`src/rtl/store_unit.sv`:
```
// Sub-word store engine: read-modify-write for sb/sh, direct write for sw.
// Optional macro STORE_MISALIGN_TRAP_EN turns misaligned sh/sw into faulting no-ops.
`timescale 1ns/1ps
module store_unit #(
  parameter int READ_LATENCY = 1
) (
  input  logic        clk,
  input  logic        reset,
  input  logic        req_valid,
  output logic        req_ready,
  input  logic [31:0] req_addr,
  input  logic [31:0] req_wdata,
  input  logic [2:0]  req_funct3,
  output logic        done,
  output logic        fault,
  output logic [31:0] mem_addr,
  input  logic [31:0] mem_rdata,
  output logic [31:0] mem_wdata,
  output logic        mem_we
);

  typedef enum logic [1:0] {IDLE, READ, WRITE, DONE} state_t;

  state_t      state;
  logic [2:0]  lat_cnt;
  logic [1:0]  off_q;
  logic        half_q;
  logic [15:0] wdata_q;

  logic        is_sb;
  logic        is_sh;
  logic        is_sw;
  logic        is_nop;
  logic        misaligned;
  logic [31:0] word_addr;
  logic [1:0]  lane;

  function automatic logic [31:0] merge_word(input logic [31:0] rd,
                                             input logic [15:0] wd,
                                             input logic [1:0]  off,
                                             input logic        half);
    logic [31:0] w;
    w = rd;
    if (half) begin
      if (off[1]) w[31:16] = wd;
      else        w[15:0]  = wd;
    end else begin
      case (off)
        2'd0:    w[7:0]   = wd[7:0];
        2'd1:    w[15:8]  = wd[7:0];
        2'd2:    w[23:16] = wd[7:0];
        default: w[31:24] = wd[7:0];
      endcase
    end
    return w;
  endfunction

  assign is_sb     = (req_funct3 == 3'b000);
  assign is_sh     = (req_funct3 == 3'b001);
  assign is_sw     = (req_funct3 == 3'b010);
  assign is_nop    = !(is_sb || is_sh || is_sw);
  assign word_addr = {req_addr[31:2], 2'b00};
  // Halfwords are forced onto an even lane; without the trap this is the alignment fix-up.
  assign lane      = is_sh ? {req_addr[1], 1'b0} : req_addr[1:0];

`ifdef STORE_MISALIGN_TRAP_EN
  assign misaligned = (is_sh && req_addr[0]) || (is_sw && (req_addr[1:0] != 2'b00));
`else
  assign misaligned = 1'b0;
`endif

  always_ff @(posedge clk or negedge reset) begin
    if (!reset) begin
      state     <= IDLE;
      req_ready <= 1'b1;
      done      <= 1'b0;
      fault     <= 1'b0;
      mem_we    <= 1'b0;
      mem_addr  <= '0;
      mem_wdata <= '0;
      lat_cnt   <= '0;
      off_q     <= '0;
      half_q    <= 1'b0;
      wdata_q   <= '0;
    end else begin
      case (state)
        // Accept stage: capture the request and pick the path
        IDLE: begin
          if (req_valid) begin
            req_ready <= 1'b0;
            if (is_nop || misaligned) begin
              done  <= 1'b1;
              fault <= misaligned;
              state <= DONE;
            end else if (is_sw) begin
              mem_addr  <= word_addr;
              mem_wdata <= req_wdata;
              mem_we    <= 1'b1;
              state     <= WRITE;
            end else begin
              mem_addr <= word_addr;
              off_q    <= lane;
              half_q   <= is_sh;
              wdata_q  <= req_wdata[15:0];
              lat_cnt  <= 3'(READ_LATENCY - 1);
              state    <= READ;
            end
          end
        end
        // Read stage: wait out the memory latency, merge on the final edge
        READ: begin
          if (lat_cnt == 3'd0) begin
            mem_wdata <= merge_word(mem_rdata, wdata_q, off_q, half_q);
            mem_we    <= 1'b1;
            state     <= WRITE;
          end else begin
            lat_cnt <= lat_cnt - 3'd1;
          end
        end
        // Write stage: single write strobe
        WRITE: begin
          mem_we <= 1'b0;
          done   <= 1'b1;
          state  <= DONE;
        end
        // Retire stage
        DONE: begin
          done      <= 1'b0;
          fault     <= 1'b0;
          req_ready <= 1'b1;
          state     <= IDLE;
        end
        default: state <= IDLE;
      endcase
    end
  end

endmodule

```
`config.mk`:
```
export PLATFORM = sky130hd
export DESIGN_NAME = store_unit
export DESIGN_NICKNAME = d
export VERILOG_FILES = /design/src/rtl/store_unit.sv
export SDC_FILE = /design/constraint.sdc
export NUM_CORES = 1
export LEC_CHECK = 0
export ABC_CLOCK_PERIOD_IN_PS = 2000
export CELL_PAD_IN_SITES_DETAIL_PLACEMENT = 0
export CELL_PAD_IN_SITES_GLOBAL_PLACEMENT = 1
export CORE_MARGIN = 3
export CORE_UTILIZATION = 34
export DETAILED_ROUTE_END_ITERATION = 8
export PLACE_DENSITY = 0.88
export SYNTH_ARGS = -nofsm -noshare
export SYNTH_HDL_FRONTEND = slang
export SYNTH_SLANG_ARGS = --single-unit
```
`constraint.sdc`:
```
create_clock -name clk -period 2 [get_ports clk]
set_input_delay 0.4 -clock clk [delete_from_list [all_inputs] [get_ports clk]]
set_output_delay 0.4 -clock clk [all_outputs]
set_load 0.1 [all_outputs]
```
==> impl_metrics.tcl <==
set metrics [dict create \
    status "completed" \
    drtPass1Iterations 4 \
    cts_sinks 89 \
    drv_slew 0 \
    synthTopCellsByCount "88 x dfrtp_1, 55 x mux2_2, 51 x a21oi_1, 38 x o21ai_0" \
    wl_um 12770 \
    rsz0062_at_grt "true" \
    synth_top_area_share 0.4763 \
    port_buffers 166 \
    finClkSkew_ns 0.006449 \
    initial_core_util 0.3562 \
    ys_top_cells_by_area "dfrtp_1 48%, mux2_2 13%, a21oi_1 5.5%" \
    post_cts_resized 0 \
    crit_chain "inv_1 > ha_1 > and4bb_4 > o221a_4 > buf_12 > o21ai_0 > o21ai_0" \
    start_kind "flip-flop" \
    hold_class "in -> async" \
    antenna_cells 0 \
    ys_async_sr_fraction 1.000 \
    place.gp.congestion 0.7307 \
    grt_pass1_wl_um 19530 \
    critPathMaxStageDelay_ns 0.42 \
    grt_max_degree 43 \
    cts_hold_buf 0 \
    crit_required_ns 2.25 \
    place_hpwl_um 9489 \
    cts_buffer_depth 2 \
    min_period_ns 1.866 \
    ys.flop_type "dfrtp_1" \
    post-synth-top-count-cell "dfrtp_1" \
    drtIter0Drc 135 \
    multi_input_area_um2 2125 \
    cts.clk_slew.worst_paths_ns 0.06 \
    fin_crit_sh 0.9332 \
    cp_max_fo 17 \
    layout.area.seq_um2 2230 \
    area_delta_synth_final_pct 44.84 \
    cp_common_cell "o21ai_0" \
    grt-ovfl-total 0 \
    nFillCells 1169 \
    dp.cells 769 \
    yosysWarnings 0 \
    max-slew-margin-rel 0.6446 \
    antenna_found_initial 0 \
    io_pins 170 \
    wire_per_inst_um 16.27 \
    cts_buffers 9 \
    finalHoldViolCount 0 \
    arrival_ns 2.12 \
    vias 3896 \
    ys_seq_area_frac 0.4820 \
    slowest_stage "dfrtp_1" \
    die_area_um2 15030 \
    syn_area_um2 4623 \
    path_class "reg -> reg" \
    grt_pass1_vias 3740 \
    final_cells 785 \
    synth_edf_count 0 \
    rows 41 \
    netlist_instances 445 \
    synth.distinct_cells 35 \
    drc_errors 0 \
    clk_latency_ns 0.34 \
    die_y_um 122.6 \
    syn_avg_cell_area_um2 10.39 \
    cap_violations 0 \
    yosysTopAreaCell "dfrtp_1" \
    setup_viol 0 \
    root_buffer "clkbuf_16" \
    fmax_mhz 535.8 \
    end_kind "flip-flop" \
    grt_usage 0.1675 \
    vias_per_cell 4.963 \
    nets 717 \
    layout-drive-gt1-share 0.2675 \
    htreeDepth 3 \
    ys_ff_latch 89 \
    tightest_slew_ns 0.5306 \
    ant_nets 0 \
    core-area_um2 12980 \
    cts_tree "built" \
    die_x_um 122.6 \
    post_cts.repair.setup_buffers 0 \
]
worst paths after layout:
kind / slack [ns] / cells after the start / start / to
worst min-delay path: 0.01 / 1 / reset / mem_wdata[23]$_DFFE_PN0P_
worst max-delay path: 0.13 / 7 / state[1]$_DFFE_PN0P_ / mem_wdata[7]$_DFFE_PN0P_
worst min register to register: 0.49 / 2 / mem_wdata[21]$_DFFE_PN0P_ / mem_wdata[21]$_DFFE_PN0P_
max in group asynchronous: 1.32 / 2 / reset / req_ready$_DFFE_PN1P_
worst max register to register: 0.13 / 7 / state[1]$_DFFE_PN0P_ / mem_wdata[7]$_DFFE_PN0P_
min in group clk: 0.49 / 2 / mem_wdata[21]$_DFFE_PN0P_ / mem_wdata[21]$_DFFE_PN0P_
flip-flops by register name, indices dropped and copies added, names as in the netlist, 2 cells and up:
register and count:
mem_wdata 32, off_q 2, mem_addr 30, lat_cnt 3, wdata_q 16, state 2
area by class of cell:
cell class,instances,area share
clock buffers,10,0.03419
clock inverters,6,0.01719
inverters,19,0.01065
multi-input cells,306,0.3173
flip-flops and latches,89,0.3330
well taps,172,0.03214
repair buffers,183,0.2556
stage by stage:
| stage | hold slack (ns) | area, um2 | setup WS [ns] | utilization | TNS [ns] |
|---|---|---|---|---|---|
| floorplan | 0.1044 | 4631 | 0.3370 | - | 0 |
| global placement | 0.3684 | 6352 | 0.06581 | 0.4894 | 0 |
| detailed placement | 0.3824 | 6352 | -0.01908 | 0.4894 | -0.2708 |
| CTS | 0.01653 | 6696 | 0.1127 | 0.5160 | 0 |
| global route | 0.03273 | 6696 | -0.01045 | 0.5160 | -0.02079 |
| finish | 0.01045 | 6696 | 0.1336 | 0.5160 | 0 |
routing by layer:
layer  global-route usage  share of wire  up-vias
met2               0.2734           0.49      121
met5                    0              0        -
met4              0.03569         0.0045        0
met3              0.05115          0.077        5
li1                     -              -     1908
met1               0.2203           0.43     1862
layout by cell type, fill, tap and decap left out, drive strengths merged, types with 9 or more instances in the layout:
cell type      Yosys  final
a211oi            10     10
a21oi             51     51
and3               9      9
buf               26     83
clkbuf             7     10
clkdlybuf4s50      0    100
dfrtp             88     88
inv               18     19
mux2              55     55
mux2i             18     18
nand2             32     32
nor2              22     22
o21ai             71     71
cells by family (layout without fill, tap and decap cells):
logic type | Yosys count | in the layout | share of synthesized area
other cells | 1 | 3 | 0.0008111
compound gates | 149 | 149 | 0.1894
fa+ha+maj | 7 | 7 | 0.01894
simple gates | 74 | 74 | 0.07578
mux | 73 | 73 | 0.1729
flops | 89 | 89 | 0.4820
buf+inv | 52 | 218 | 0.06008
worst max-delay path: cells and delay by family (launching register included):
| kind | cells | cell delay (ns) |
|---|---|---|
| compound gates | 3 | 0.46 |
| simple gates | 1 | 0.31 |
| flops | 1 | 0.42 |
| fa+ha+maj | 1 | 0.31 |
| buf+inv | 2 | 0.27 |
Power is left out: the tool's default activity adds up to more than one toggle a clock period on the data nets, which glitch-free logic cannot reach.
==> RTL edit (same flow settings) <==
Reset style: synchronous (`reset`), changed in one clocked block.
--- a/src/rtl/store_unit.sv
+++ b/src/rtl/store_unit.sv
@@ -70,5 +70,5 @@
 `endif
 
-  always_ff @(posedge clk or negedge reset) begin
+  always_ff @(posedge clk) begin
     if (!reset) begin
       state     <= IDLE;
Check against the original RTL: differs if reset is asserted again (counterexample within 4 cycles, from zero or initial values and one cycle with reset low); with reset held inactive, the same outputs for 4 cycles.
==> RTL edit against the unedited design <==
- final cell count rose by 13%
- sequential cell count did not move
- wire length rose by 10%
- setup slack improved by 0.032 ns
- design area fell by 4.3%
- synthesized area fell by 5.6%
- maximum frequency rose by 1.7%
- via count rose by 17%
- clock skew fell by 0.0015 ns
==> RTL edit: results (changes against the unedited design) <==
Setup path
  – Critical R2R Capture: mem_wdata[14]
  – Setup slack, reg-to-reg: 0.17 ns (+0.03 ns)
  – CP Max Fanout: 32 (+15)
  – Worst Reg-to-Reg Cells: 8 (+1)
  – RR Startpoint: lat_cnt[0]
  – CP max-delay cell: dfxtp_1
  – Worst EP arrival: 2.05 ns (-0.07 ns)
  – Critical Path Max Stage Delay: 0.34 ns (-0.08 ns)

Final layout
  – Top Registers: mem_wdata (32), mem_addr (30), wdata_q (16)
  – Nets@finish: 822 (+15%)
  – Fin cells: 884 (+13%)
  – Ratio of cells with drive above 1 in the final layout: 17.88% (-8.9 points)
  – Fill cells: 1201 (+2.7%)

Status
  – Status: completed

Detailed routing
  – Total Wirelength: 14.07 mm (+10%)
  – Number of DRC markers in iteration 0: 343 (+150%)
  – Total number of vias: 4560 (+17%)
  – Drt pass-1 iters: 4 (unchanged)

Place
  – Cell count after placement: 870 (+13%)
  – Worst slack, placed: -0.09460 ns (-0.07553 ns)
  – Placed Area: 6116 um^2 (-3.7%)
  – DP Wirelength: 9.978 mm (+5.1%)
  – Port buffer count: 166 (unchanged)
  – Routability Congestion: 0.8614 (+18%)

Synth
  – Register area share after synthesis: 40.83% (-7.4 points)
  – Mux cell area share after synthesis: 8.257% (-9.0 points)
  – Leading cell types by count after synthesis: a21oi_1 (114), nand2_1 (107), dfxtp_1 (89), o21ai_0 (65), clkbuf_1 (37)
  – Distinct cells, synth: 31 (-11%)
  – Synth async-reset ratio: 0% (-100 points)
  – Ys Warns: 0 (unchanged)
  – Xor and xnor area share after synthesis: 0% (unchanged)
  – Post-synthesis compound-gate area fraction: 27.47% (+8.5 points)
  – Syn_area_per_cell: 7.752 um^2 (-25%)
  – Adder-Cell Fraction of Synth Area: 2.007% (+0.11 points)
  – Synth area leaders: dfxtp_1 (41%), a21oi_1 (13%), nand2_1 (9.2%)
  – Ys flop type: dfxtp_1

Global route
  – Largest net degree at the start of global routing: 34 (-21%)
  – GRT Overall Usage: 19.32% (+2.6 points)
  – Vias in the first global route: 4474 (+20%)
  – First-pass GRT wire length: 22.49 mm (+15%)

CTS
  – Post-CTS Setup Bufs: 0 (unchanged)
  – H-tree depth: 3 (unchanged)
  – CTS root buffer: clkbuf_16
  – Clock Tree Buf Depth: 2 (unchanged)

Power and ir drop
  – Comb group: 4.06 mW

Worst hold path
  – Worst hold-check path type: reg -> reg

STA
  – FMAX: 0.5451 GHz (+1.7%)
  – Skew final: 0.004994 ns (-0.001455 ns)
RTL edit: cells by family after synthesis:
family,after synthesis
compound gates,213
fa+ha+maj,7
buf+inv,67
flops,89
mux,34
other cells,1
simple gates,152
RTL edit: worst min path at each step:
stage,startpoint,end,depth (start not counted)
floorplan,lat_cnt[0],lat_cnt[0],2
CTS,mem_addr[17],mem_addr[17],2
detailed placement,mem_addr[7],mem_addr[7],2
finish,mem_addr[17],mem_addr[17],2
global placement,mem_addr[31],mem_addr[31],2
global route,mem_addr[8],mem_addr[8],2
RTL edit: worst register-to-register path, cell delays in order (launching register included):
cell	delay [ns]
dfxtp_1	0.34
inv_1	0.07
ha_1	0.20
ha_1	0.23
nand2b_1	0.24
o211a_1	0.18
buf_12	0.18
o21ai_0	0.21
a21oi_1	0.07
RTL edit: routing by layer:
layer	track usage (%)	share of wire (%)	vias up
met5	0	0	-
met4	6.084	0.91	0
met3	5.840	8.5	10
met2	32.14	47	157
met1	23.95	44	2131
li1	-	-	2262
RTL edit: final cells by class:
| type | instances | share of cell area [%] |
|---|---|---|
| Clock inverter | 3 | 0.6638 |
| Sequential cell | 89 | 27.82 |
| Timing Repair Buffer | 188 | 27.26 |
| Clock buffer | 11 | 3.788 |
| Multi-Input combinational cell | 409 | 36.26 |
| Tap cell | 168 | 3.280 |
| Inverter | 16 | 0.9371 |
RTL edit: metrics by stage:
stage                     total power [mW]  utilization (%)  hold WS [ns]
after floorplan                      5.222                -        0.4437
after global placement               6.287            49.88        0.4430
after detailed placement             6.338            49.88        0.4498
after CTS                            8.030            52.20        0.4587
after global routing                 8.381            52.27        0.4704
final                                7.968            52.27        0.4551
RTL edit: repair_timing:
action | in CTS | in global routing
hold endpoints to repair | 0 | 0
endpoints found under the setup margin | 0 | 32
gates resized for setup | 0 | 3
